### config.mk
export PLATFORM = sky130hd
export DESIGN_NAME = fifo_uart_tx
export DESIGN_NICKNAME = d
export VERILOG_FILES = /design/src/rtl/fifo_uart_tx_pkg.sv /design/src/rtl/uart_parity_calc.sv /design/src/rtl/fifo_uart_tx.sv
export SDC_FILE = /design/constraint.sdc
export NUM_CORES = 1
export LEC_CHECK = 0
export ABC_AREA = 1
export CORE_AREA = 3 3 71 73
export CTS_CLUSTER_SIZE = 28
export DETAILED_ROUTE_END_ITERATION = 7
export DIE_AREA = 0 0 74 76
export PLACE_DENSITY_LB_ADDON = 0.05
export SKIP_LAST_GASP = 1
export SYNTH_ARGS = -nofsm -noshare
export SYNTH_HDL_FRONTEND = slang
export SYNTH_SLANG_ARGS = --single-unit
### constraint.sdc
create_clock -name CLK -period 4.97 [get_ports CLK]
set_clock_uncertainty 0.1 [all_clocks]
set_input_delay 0.994 -clock CLK [delete_from_list [all_inputs] [get_ports CLK]]
set_output_delay 0.994 -clock CLK [all_outputs]
set_load 0.005 [all_outputs]
### src/rtl/fifo_uart_tx_pkg.sv
// Shared encodings for the FIFO-fed UART transmitter and its parity helper.
package fifo_uart_tx_pkg;

  typedef enum logic [2:0] {
    IDLE   = 3'd0,
    LOAD   = 3'd1,
    START  = 3'd2,
    DATA   = 3'd3,
    PARITY = 3'd4,
    STOP   = 3'd5
  } state_t;

  localparam logic PAR_EVEN = 1'b0;
  localparam logic PAR_ODD  = 1'b1;

endpackage

### src/rtl/uart_parity_calc.sv
// Combinational UART parity generator; shared with the planned RX checker.
module uart_parity_calc
  import fifo_uart_tx_pkg::*;
#(
  parameter int WIDTH = 8
) (
  input  logic [WIDTH-1:0] data,
  input  logic             par_typ,
  output logic             par_bit
);

  logic xor_all;

  assign xor_all = ^data;
  assign par_bit = (par_typ == PAR_ODD) ? ~xor_all : xor_all;

endmodule

### src/rtl/fifo_uart_tx.sv
// Pops words from a first-word-fall-through FIFO and sends each as a UART frame.
//
// state  | meaning
// IDLE   | line high, waiting for FIFO_EMPTY=0
// LOAD   | one cycle: word and parity settings latched, FIFO_RINC pulsed
// START  | start bit (0) for PRESCALE cycles
// DATA   | WIDTH data bits, LSB first, PRESCALE cycles each
// PARITY | optional parity bit for PRESCALE cycles
// STOP   | stop bit (1); may chain straight into LOAD
module fifo_uart_tx
  import fifo_uart_tx_pkg::*;
#(
  parameter int WIDTH    = 8,
  parameter int PRESCALE = 8
) (
  input  logic             CLK,
  input  logic             RST,
  input  logic             FIFO_EMPTY,
  input  logic [WIDTH-1:0] FIFO_RDATA,
  input  logic             PAR_EN,
  input  logic             PAR_TYP,
  output logic             FIFO_RINC,
  output logic             TX_OUT,
  output logic             BUSY
);

  localparam int              BW       = (WIDTH > 1) ? $clog2(WIDTH) : 1;
  localparam logic [7:0]      PS_LAST  = 8'(PRESCALE - 1);
  localparam logic [BW-1:0]   BIT_LAST = BW'(WIDTH - 1);

  state_t           state_q, state_d;
  logic [7:0]       ps_q, ps_d;
  logic [BW-1:0]    bit_q, bit_d;
  logic [WIDTH-1:0] sh_q, sh_d;
  logic             par_en_q, par_en_d;
  logic             par_bit_q, par_bit_d;
  logic             par_calc;
  logic             bit_end;
  logic             load;
  logic             tx_d, busy_d, rinc_d;

  // Parity is resolved from the head word at LOAD entry, so later PAR_TYP changes cannot leak in.
  uart_parity_calc #(.WIDTH(WIDTH)) u_parity (
    .data    (FIFO_RDATA),
    .par_typ (PAR_TYP),
    .par_bit (par_calc)
  );

  always_comb begin
    state_d   = state_q;
    ps_d      = ps_q;
    bit_d     = bit_q;
    sh_d      = sh_q;
    par_en_d  = par_en_q;
    par_bit_d = par_bit_q;
    load      = 1'b0;
    bit_end   = (ps_q == PS_LAST);

    if (state_q == START || state_q == DATA || state_q == PARITY || state_q == STOP) begin
      ps_d = bit_end ? 8'd0 : ps_q + 8'd1;
    end

    case (state_q)
      IDLE: begin
        if (!FIFO_EMPTY) load = 1'b1;
      end
      LOAD: begin
        state_d = START;
        ps_d    = 8'd0;
      end
      START: begin
        if (bit_end) begin
          state_d = DATA;
          bit_d   = '0;
        end
      end
      DATA: begin
        if (bit_end) begin
          sh_d = sh_q >> 1;
          if (bit_q == BIT_LAST) begin
            state_d = par_en_q ? PARITY : STOP;
          end else begin
            bit_d = bit_q + BW'(1);
          end
        end
      end
      PARITY: begin
        if (bit_end) state_d = STOP;
      end
      STOP: begin
        if (bit_end) begin
          if (!FIFO_EMPTY) load = 1'b1;
          else             state_d = IDLE;
        end
      end
      default: state_d = IDLE;
    endcase

    if (load) begin
      state_d   = LOAD;
      sh_d      = FIFO_RDATA;
      par_en_d  = PAR_EN;
      par_bit_d = par_calc;
      ps_d      = 8'd0;
    end

    // Outputs are decoded from the next state so the line is registered with no extra latency.
    tx_d = 1'b1;
    case (state_d)
      START:   tx_d = 1'b0;
      DATA:    tx_d = sh_d[0];
      PARITY:  tx_d = par_bit_d;
      default: tx_d = 1'b1;
    endcase
    busy_d = (state_d != IDLE);
    rinc_d = (state_d == LOAD);
  end

  always_ff @(posedge CLK) begin
    if (!RST) begin
      state_q   <= IDLE;
      ps_q      <= 8'd0;
      bit_q     <= '0;
      sh_q      <= '0;
      par_en_q  <= 1'b0;
      par_bit_q <= 1'b0;
      TX_OUT    <= 1'b1;
      BUSY      <= 1'b0;
      FIFO_RINC <= 1'b0;
    end else begin
      state_q   <= state_d;
      ps_q      <= ps_d;
      bit_q     <= bit_d;
      sh_q      <= sh_d;
      par_en_q  <= par_en_d;
      par_bit_q <= par_bit_d;
      TX_OUT    <= tx_d;
      BUSY      <= busy_d;
      FIFO_RINC <= rinc_d;
    end
  end

endmodule

==> results of run 1 <==
## power by group
part | switching (W) | internal, W
sequential | 0.00000669 | 0.000226
clock | 0.0000711 | 0.0000569
combinational | 0.0000411 | 0.0000313
## cell usage after synthesis
library cell                n  area (um^2)
sky130_fd_sc_hd__o21ai_0    2         10.0
sky130_fd_sc_hd__nand2_1   39          146
sky130_fd_sc_hd__nor3_2     1         10.0
sky130_fd_sc_hd__nor2_2     1         6.26
sky130_fd_sc_hd__nand2_4    2         22.5
sky130_fd_sc_hd__xor2_1     3         26.3
sky130_fd_sc_hd__inv_2      4         15.0
sky130_fd_sc_hd__dfxtp_1   27          541
sky130_fd_sc_hd__o21ai_2    1         8.76
sky130_fd_sc_hd__or2_2      1         6.26
sky130_fd_sc_hd__ha_1       5         62.6
sky130_fd_sc_hd__nor2_1    19         71.3
sky130_fd_sc_hd__nor4_2     1         12.5
sky130_fd_sc_hd__inv_1     16         60.1
sky130_fd_sc_hd__buf_8      1         15.0
sky130_fd_sc_hd__nor3b_1    2         15.0
sky130_fd_sc_hd__nand2_2    6         37.5
sky130_fd_sc_hd__nor3_4     1         16.3
sky130_fd_sc_hd__clkbuf_1   1         3.75
sky130_fd_sc_hd__nor3_1     4         20.0
sky130_fd_sc_hd__nand3_1   25          125
sky130_fd_sc_hd__nor2_4     1         11.3
sky130_fd_sc_hd__buf_6      3         33.8
sky130_fd_sc_hd__a21oi_1   13         65.1
sky130_fd_sc_hd__nand4_1    2         12.5
sky130_fd_sc_hd__nand3b_1   1         7.51
sky130_fd_sc_hd__nand4_2    1         12.5
sky130_fd_sc_hd__nand3_2    1         10.0
sky130_fd_sc_hd__a31oi_1    6         37.5
sky130_fd_sc_hd__xnor2_1    5         43.8
## tightest hold or removal path, cell delays in order, from the launching register on
cell                      delay [ns]
sky130_fd_sc_hd__dfxtp_1        0.34
sky130_fd_sc_hd__nand2_1        0.07
sky130_fd_sc_hd__a21oi_1        0.05
## cell families (layout without fill, tap and decap cells)
kind of cell | count (synthesis) | in the layout
AND/OR/NAND/NOR | 108 | 108
flip-flops | 27 | 27
buffers and inverters | 25 | 39
AO/OA/AOI/OAI | 22 | 22
XOR/XNOR | 8 | 8
adder cells (fa/ha/maj) | 5 | 5
## final cells by class
| type | instances | area share (%) |
|---|---|---|
| sequential | 27 | 32.2 |
| tap | 52 | 3.88 |
| inverter | 20 | 4.48 |
| multi-input combinational | 143 | 47.5 |
| clock inverter | 1 | 0.448 |
| clock buffer | 3 | 2.46 |
| timing repair buffer | 15 | 8.96 |
## registers in the layout, summed over array words and instances, names as in the netlist
| signal | cells |
|---|---|
| TX_OUT | 1 |
| par_en_q | 1 |
| par_bit_q | 1 |
| sh_q | 8 |
| state_q | 3 |
| FIFO_RINC | 1 |
| BUSY | 1 |
| bit_q | 3 |
| ps_q | 8 |
## per-stage QoR
stage | util [%] | worst slack (ns) | cell area (um^2) | hold slack (ns)
final | 38.0 | 2.70 | 1680 | 0.392
after global routing | 38.0 | 2.56 | 1680 | 0.411
after CTS | 38.0 | 2.69 | 1680 | 0.397
after detailed placement | 36.9 | 2.40 | 1630 | 0.382
after global placement | 36.9 | 2.41 | 1630 | 0.359
after floorplan | - | 3.00 | 1470 | 0.349
## worst paths after layout
kind	from	endpoint	slack (ns)	cells after the start
min	ps_q[1]$_SDFFE_PP0P_	ps_q[1]$_SDFFE_PP0P_	0.39	2
min reg2reg	ps_q[1]$_SDFFE_PP0P_	ps_q[1]$_SDFFE_PP0P_	0.39	2
max	FIFO_EMPTY	BUSY$_SDFF_PN0_	2.70	8
max reg2reg	ps_q[0]$_SDFFE_PP0P_	TX_OUT$_SDFF_PN1_	2.84	10
## routing by layer
layer | routed length, um | vias to the layer above | share of wire (%)
li1 | - | 668 | -
met1 | 1500 | 593 | 49
met2 | 1400 | 28 | 46
met3 | 134 | 4 | 4.4
met4 | 30 | 0 | 0.98
met5 | 0 | - | 0
==> results_dict.tcl, run 1 <==
set metrics [dict create \
    synthesized_instance_count 195 \
    critical_path.cell_chain "clkdlybuf4s50_1 -> inv_1 -> nand3_1 -> nand2_4 -> inv_2 -> nand2_2 -> nor2_1 -> a21oi_1" \
    n_fill_cell 464 \
    critPathMaxStageDelay_ns 0.48 \
    vias_in_the_first_global_route 1160 \
    cp_slowest_cell "sky130_fd_sc_hd__clkdlybuf4s50_1" \
    synth_fa_ha_area_share_pct 4.27 \
    unrepaired_setup_endpoints_after_global_routing "no" \
    main_combinational_cell_family_by_area_after_synthesis "simple AND/OR/NAND/NOR gates" \
    initial_utilization_pct 33.2 \
    final_nets 228 \
    post_route_cells_drive_above_1_share_pct 12.0 \
    grt_max_degree 17 \
    chipWidth_um 74 \
    post-route-min-period_ns 2.27 \
    crit_fanout 14 \
    globalRouteOverflowTotal 0 \
    final_cells 261 \
    layout.cells.most_common "sky130_fd_sc_hd__nand2_1" \
    drt-wirelength-per-cell_um 11.7 \
    layout_common_cells "sky130_fd_sc_hd__nand2_1 (39), sky130_fd_sc_hd__dfxtp_1 (27), sky130_fd_sc_hd__nand3_1 (25), sky130_fd_sc_hd__nor2_1 (19), sky130_fd_sc_hd__inv_1 (16)" \
    grt_util_all_layers_pct 11.0 \
    power.static_leakage_nw 0.679 \
    ant_nets 0 \
    grtUsageMet2_pct 16.6 \
    cp.buffers_inverters 3 \
    initial_antenna_violation_count 0 \
    numPlacedInstances 257 \
    ys_seq_elements 27 \
    firstDrtPassIters 4 \
    number_of_design_rule_violations_left_by_the_first_detailed_router_iteration 84 \
    detailroute.via_count 1293 \
    synth_simple_gate_area_share_pct 37.1 \
    timing.final.crit_share_pct 45.7 \
    multi_input_area_um2 797 \
    finalSetupViolCount 0 \
    cp_capture_type "flop" \
    critPathRequiredTime_ns 5.01 \
    grt.met1_usage_pct 15.6 \
    ir_drop_uv 86.4 \
    timing.max_cap.violations 0 \
    mux_contribution_to_synthesized_area_pct 0 \
    synth_area_per_cell_um2 7.51 \
    path_clk_slew_ns 0.10 \
    number_of_resized_instances_in_the_post_cts_repair_step 0 \
    mappedNetlistArea_mm2 0.00147 \
    num_io_pins 16 \
    synth.net_count 213 \
    min-delay-path-class "flop to flop" \
    synth.lib_cells_used.distinct 30 \
    synth_warnings 0 \
    power_per_cell_area_mw_per_mm2 259 \
    numClockSinks 27 \
    cts.htree.levels 1 \
    cts-root-to-sink-buffers 2 \
    seq_area_frac_synth_pct 36.9 \
    cts-root-buf "sky130_fd_sc_hd__clkbuf_8" \
    fp.dieH_um 76 \
    power.total_w 0.000433 \
    tns_ns 0 \
    postRouteWirelength_um 3060 \
    syn2layout_area_growth_pct 14.4 \
    post_synth_xor_area_fraction_pct 4.78 \
    place.gp.congestion 0.735 \
    cts_tree "built" \
    critical_path_arrival_ns 2.31 \
    area.sequential_um2 541 \
    post_drt_via_cell_ratio 4.95 \
    timing.fmax_mhz 440 \
    groute.layer.met3.usage_pct 1.72 \
    fp.dieArea_mm2 0.00562 \
    worst-setup-path-type "primary input to flop" \
    final_max_slew_viol_count 0 \
    critPathTopFamily "buffers and inverters" \
    drc 0 \
    port-buffer-count 15 \
    area_fraction_in_compound_gates_after_synthesis_pct 8.28 \
    grt_pass1_wl_um 5070 \
    clock_latency_ns 0.27 \
    placementRows 24 \
    detailedPlacementHpwl_um 2320 \
    headroom_to_the_max_slew_limit_pct 63.4 \
    n_antenna_cell 0 \
    transition_at_the_pin_with_the_smallest_max_transition_slack_ns 0.548 \
    cts-buffers-inserted 3 \
    cp-start-kind "primary input" \
    globalRoute.busiestLayer "met2" \
    total_of_hold_buffers_inserted_after_clock_tree_synthesis 0 \
    outcome "complete, no violations" \
    coreArea_mm2 0.00441 \
    number_of_hold_violations_in_the_final_report 0 \
    post_cts.repair.setup_buffers 0 \
]
(Power assumes the default switching activity.)
==> inputs of run 2 (changes only) <==
clock period = 2.25 ns   (was 4.97 ns; I/O delays follow)
==> results_dict.tcl, run 2 (same netlist as run 1, synthesis figures left out) <==
set metrics [dict create \
    routed-wl-met3_um 138 \
    worst_r2r_endpoint "TX_OUT$_SDFF_PN1_" \
    tns_ns 0 \
    crit_fanout 11 \
    final_max_slew_viol_count 0 \
    number_of_hold_violations_in_the_final_report 0 \
    worstReg2RegStart "ps_q[0]$_SDFFE_PP0P_" \
    postRouteWirelength_um 3180 \
    layout.cells.most_common "sky130_fd_sc_hd__nand2_1" \
    timing.final.crit_share_pct 87.9 \
    cts-root-buf "sky130_fd_sc_hd__clkbuf_8" \
    post_route_cells_drive_above_1_share_pct 13.2 \
    numPlacedInstances 260 \
    reg.largest.list "ps_q x8, sh_q x8" \
    crit_path_frequent_cell "sky130_fd_sc_hd__nand2_2" \
    critPathMaxStageDelay_ns 0.37 \
    ant_nets 0 \
    globalRouteOverflowTotal 0 \
    critPathRequiredTime_ns 2.32 \
    startpoint "ps_q[0]$_SDFFE_PP0P_" \
    met2_wl_post_dr_um 1470 \
    cts-root-to-sink-buffers 2 \
    vias_in_the_first_global_route 1239 \
    power.static_leakage_nw 0.699 \
    cts.htree.levels 1 \
    critPathTopFamily "simple AND/OR/NAND/NOR gates" \
    coreArea_mm2 0.00441 \
    fp.dieArea_mm2 0.00562 \
    post_cts.repair.setup_buffers 0 \
    r2r_setup_slack_ns 0.27 \
    headroom_to_the_max_slew_limit_pct 73.8 \
    timing.fmax_mhz 505 \
    post_drt_via_cell_ratio 4.89 \
    finalSetupViolCount 0 \
    utilization_pct 38.4 \
    initial_utilization_pct 33.2 \
    clock_latency_ns 0.27 \
    reg2regPathDepth 11 \
    final_nets 231 \
    cp-start-kind "flop" \
    cp_slowest_cell "sky130_fd_sc_hd__dfxtp_1" \
    hp-start "bit_q[1]$_SDFFE_PN0P_" \
    n_antenna_cell 0 \
    grt_max_degree 16 \
    drc 0 \
    layout_common_cells "sky130_fd_sc_hd__nand2_1 (39), sky130_fd_sc_hd__dfxtp_1 (27), sky130_fd_sc_hd__nand3_1 (25), sky130_fd_sc_hd__nor2_1 (19), sky130_fd_sc_hd__inv_1 (16)" \
    cts_tree "built" \
    syn2layout_area_growth_pct 15.8 \
    grt_util_all_layers_pct 12.3 \
    placementRows 24 \
    critical_path.cell_chain "ha_1 -> nand3_1 -> nor2_4 -> buf_4 -> nand2_2 -> nand2_1 -> nand2_1 -> nand2_2 -> nand2_2 -> a21oi_1 -> nor2_1" \
    chipWidth_um 74 \
    path_clk_slew_ns 0.09 \
    numClockSinks 27 \
    critical_path_arrival_ns 2.05 \
    power_per_cell_area_mw_per_mm2 561 \
    number_of_design_rule_violations_left_by_the_first_detailed_router_iteration 36 \
    n_fill_cell 467 \
    detailedPlacementHpwl_um 2410 \
    highest-signal-layer "met4" \
    min-delay-path-class "flop to flop" \
    num_io_pins 16 \
    fp.dieH_um 76 \
    post-route-min-period_ns 1.98 \
    worst-setup-path-type "flop to flop" \
    port-buffer-count 15 \
    ir_drop_uv 213 \
    grt_pass1_wl_um 5530 \
    firstDrtPassIters 4 \
    unrepaired_setup_endpoints_after_global_routing "no" \
    place.gp.congestion 0.752 \
    cp_capture_type "flop" \
    outcome "complete, no violations" \
    transition_at_the_pin_with_the_smallest_max_transition_slack_ns 0.390 \
    crit_path_end "TX_OUT$_SDFF_PN1_" \
    total_of_hold_buffers_inserted_after_clock_tree_synthesis 0 \
    drt-wirelength-per-cell_um 12.1 \
    worst-path-stages 11 \
    initial_antenna_violation_count 0 \
    detailroute.via_count 1290 \
    timing.max_cap.violations 0 \
    number_of_resized_instances_in_the_post_cts_repair_step 0 \
    final_cells 264 \
    power.total_w 0.000953 \
    cp.buffers_inverters 1 \
    route.layer.met1.wl_um 1560 \
    cts-buffers-inserted 3 \
]
-- run 2: metal layers --
| metal | global-route usage (%) | vias to the layer above |
|---|---|---|
| met5 | 0 | - |
| met3 | 2.24 | 2 |
| met2 | 19.5 | 22 |
| met4 | 3.80 | 0 |
| met1 | 16.5 | 594 |
| li1 | - | 672 |
-- run 2: worst min-delay path by stage --
stage / endpoint / cells after the start
after floorplan: bit_q[1]$_SDFFE_PN0P_ / 2
after global placement: bit_q[1]$_SDFFE_PN0P_ / 2
after detailed placement: bit_q[1]$_SDFFE_PN0P_ / 2
after global routing: ps_q[1]$_SDFFE_PP0P_ / 2
final: bit_q[1]$_SDFFE_PN0P_ / 2
after CTS: bit_q[1]$_SDFFE_PN0P_ / 2
-- run 2: final cells by class --
type | count | area, um^2 | share of cell area [%]
multi-input combinational | 143 | 797 | 47.0
sequential | 27 | 541 | 31.9
timing repair buffer | 18 | 173 | 10.2
inverter | 20 | 75.1 | 4.42
tap | 52 | 65.1 | 3.83
clock buffer | 3 | 41.3 | 2.43
clock inverter | 1 | 5.00 | 0.295
-- run 2: stage by stage --
step	area [um^2]	hold slack, ns	setup WS [ns]
floorplan	1470	0.349	0.566
global placement	1650	0.358	0.203
detailed placement	1650	0.369	0.188
CTS	1700	0.383	0.244
global route	1700	0.407	0.0554
finish	1700	0.380	0.272
-- run 2: power breakdown --
group / total [W] / internal, W / leakage [nW] / switching [W]
logic: 0.000165 / 0.0000708 / 0.453 / 0.0000940
registers: 0.000514 / 0.000500 / 0.220 / 0.0000138
clock network: 0.000274 / 0.000124 / 0.0255 / 0.000150
-- run 2: worst register-to-register path, cell delays in order, from the launching register on --
cell and delay [ns]:
sky130_fd_sc_hd__dfxtp_1 0.37, sky130_fd_sc_hd__ha_1 0.20, sky130_fd_sc_hd__nand3_1 0.13, sky130_fd_sc_hd__nor2_4 0.21
sky130_fd_sc_hd__buf_4 0.23, sky130_fd_sc_hd__nand2_2 0.15, sky130_fd_sc_hd__nand2_1 0.09, sky130_fd_sc_hd__nand2_1 0.06
sky130_fd_sc_hd__nand2_2 0.08, sky130_fd_sc_hd__nand2_2 0.05, sky130_fd_sc_hd__a21oi_1 0.15, sky130_fd_sc_hd__nor2_1 0.06
==> inputs of run 3 (changes only) <==
CORE_AREA = 3 3 56 58   (was 3 3 71 73)
DIE_AREA = 0 0 59 61   (was 0 0 74 76)
SLEW_MARGIN = 0   (was unset)
==> results_dict.tcl, run 3 (same netlist as run 1, synthesis figures left out) <==
set metrics [dict create \
    outcome "complete, no violations" \
    globalRouteOverflowTotal 0 \
    cts-root-buf "sky130_fd_sc_hd__clkbuf_4" \
    fp.dieArea_mm2 0.00360 \
    worstReg2RegStart "state_q[1]$_SDFF_PN0_" \
    switching_share_pct 28.4 \
    ant_nets 0 \
    r2r_setup_slack_ns 0.18 \
    number_of_hold_violations_in_the_final_report 0 \
    placementRows 19 \
    timing.max_cap.violations 0 \
    reg2regPathDepth 6 \
    initial_antenna_violation_count 0 \
    clock_latency_ns 0.33 \
    routed-wl-met3_um 121 \
    cts-buffers-inserted 3 \
    timing.fmax_mhz 483 \
    coreArea_mm2 0.00271 \
    total_of_hold_buffers_inserted_after_clock_tree_synthesis 0 \
    critical_path_arrival_ns 2.24 \
    post_drt_via_cell_ratio 5.52 \
    headroom_to_the_max_slew_limit_pct 70.5 \
    vias_in_the_first_global_route 1258 \
    layout.cells.most_common "sky130_fd_sc_hd__nand2_1" \
    number_of_resized_instances_in_the_post_cts_repair_step 0 \
    numClockSinks 27 \
    grt_util_all_layers_pct 18.6 \
    power.static_leakage_nw 0.687 \
    placedInstanceArea_mm2 0.00162 \
    unrepaired_setup_endpoints_after_global_routing "no" \
    clock_power_share_pct 24.2 \
    power_per_cell_area_mw_per_mm2 540 \
    postRouteWirelength_um 3020 \
    post_cts.repair.setup_buffers 0 \
    n_fill_cell 245 \
    pwr-share-comb_pct 18.1 \
    final_max_slew_viol_count 0 \
    detailedPlacementHpwl_um 2310 \
    final_nets 231 \
    post_route_cells_drive_above_1_share_pct 13.2 \
    highest-signal-layer "met4" \
    drc 0 \
    timing.final.crit_share_pct 92.0 \
    met2_wl_post_dr_um 1450 \
    firstDrtPassIters 4 \
    initial_utilization_pct 54.1 \
    path_clk_slew_ns 0.15 \
    critPathRequiredTime_ns 2.42 \
    tns_ns 0 \
    cp-start-kind "flop" \
    cts-root-to-sink-buffers 2 \
    worst_hold_path.num_cells 2 \
    reg.largest.list "ps_q x8, sh_q x8" \
    syn2layout_area_growth_pct 12.9 \
    chipWidth_um 59 \
    grt_max_degree 17 \
    finalInstanceArea_mm2 0.00165 \
    n_antenna_cell 0 \
    cts.htree.levels 1 \
    hp-start "bit_q[1]$_SDFFE_PN0P_" \
    detailroute.via_count 1342 \
    layout_common_cells "sky130_fd_sc_hd__nand2_1 (39), sky130_fd_sc_hd__dfxtp_1 (27), sky130_fd_sc_hd__nand3_1 (25), sky130_fd_sc_hd__nor2_1 (19), sky130_fd_sc_hd__inv_1 (16)" \
    ir_drop_uv 422 \
    cts_tree "built" \
    post-route-min-period_ns 2.07 \
    holdPathEnd "bit_q[1]$_SDFFE_PN0P_" \
    worst-setup-path-type "flop to flop" \
    num_io_pins 16 \
    drt-wirelength-per-cell_um 12.4 \
    crit_fanout 7 \
    worst_r2r_endpoint "ps_q[7]$_SDFFE_PP0P_" \
    cellInternalPower_w 0.000640 \
    switching_power_w 0.000254 \
    cp_capture_type "flop" \
    place.gp.congestion 0.832 \
    grt_pass1_wl_um 5240 \
    min-delay-path-class "flop to flop" \
    finalSetupViolCount 0 \
    number_of_design_rule_violations_left_by_the_first_detailed_router_iteration 51 \
    fp.dieH_um 61 \
    transition_at_the_pin_with_the_smallest_max_transition_slack_ns 0.440 \
    port-buffer-count 15 \
    route.layer.met1.wl_um 1420 \
    pwr-share-seq_pct 57.7 \
]
## run 3: final cells by class
cell class | count | area, um^2 | share of cell area (%)
clock buffers | 3 | 22.5 | 1.36
clock inverters | 1 | 7.51 | 0.454
inverters | 20 | 75.1 | 4.54
multi-input cells | 143 | 797 | 48.2
flip-flops and latches | 27 | 541 | 32.7
well taps | 31 | 38.8 | 2.34
repair buffers | 18 | 173 | 10.4
## run 3: worst max-delay path by stage
stage / from / end / slack [ns] / depth (start not counted)
floorplan: state_q[1]$_SDFF_PN0_ / ps_q[7]$_SDFFE_PP0P_ / 0.57 / 6
finish: state_q[1]$_SDFF_PN0_ / ps_q[7]$_SDFFE_PP0P_ / 0.18 / 6
global route: state_q[1]$_SDFF_PN0_ / ps_q[7]$_SDFFE_PP0P_ / 0.02 / 6
detailed placement: state_q[1]$_SDFF_PN0_ / ps_q[7]$_SDFFE_PP0P_ / 0.22 / 6
global placement: FIFO_EMPTY / TX_OUT$_SDFF_PN1_ / 0.27 / 9
CTS: state_q[1]$_SDFF_PN0_ / ps_q[7]$_SDFFE_PP0P_ / 0.19 / 6
## run 3: power groups by stage
stage	logic [W]	registers, W	clock network (W)
final	0.000162	0.000516	0.000216
after global routing	0.000180	0.000519	0.000240
after CTS	0.000162	0.000516	0.000221
after detailed placement	0.000161	0.000526	0
after global placement	0.000156	0.000525	0
after floorplan	0.000113	0.000523	0
## run 3: critical path, stage by stage (launching register included)
cell and delay [ns]:
sky130_fd_sc_hd__dfxtp_1 0.44, sky130_fd_sc_hd__ha_1 0.44, sky130_fd_sc_hd__inv_1 0.13, sky130_fd_sc_hd__nor4_2 0.45
sky130_fd_sc_hd__nand4_1 0.21, sky130_fd_sc_hd__nand2_1 0.09, sky130_fd_sc_hd__nor3b_1 0.16
## run 3: metrics by stage
step	hold slack [ns]	setup slack [ns]	cells	util, %	total power [W]
5_1_grt	0.419	0.0198	243	61.0	0.000939
4_1_cts	0.385	0.189	243	61.0	0.000898
6_report	0.383	0.180	243	61.0	0.000893
2_1_floorplan	0.349	0.566	195	-	0.000636
3_3_place_gp	0.358	0.267	239	59.9	0.000681
3_5_place_dp	0.365	0.220	239	59.9	0.000687
## run 3: routing by layer
| layer | track usage, % | up-vias |
|---|---|---|
| met4 | 5.83 | 0 |
| met2 | 33.1 | 28 |
| li1 | - | 677 |
| met5 | 0 | - |
| met3 | 2.34 | 4 |
| met1 | 23.5 | 633 |
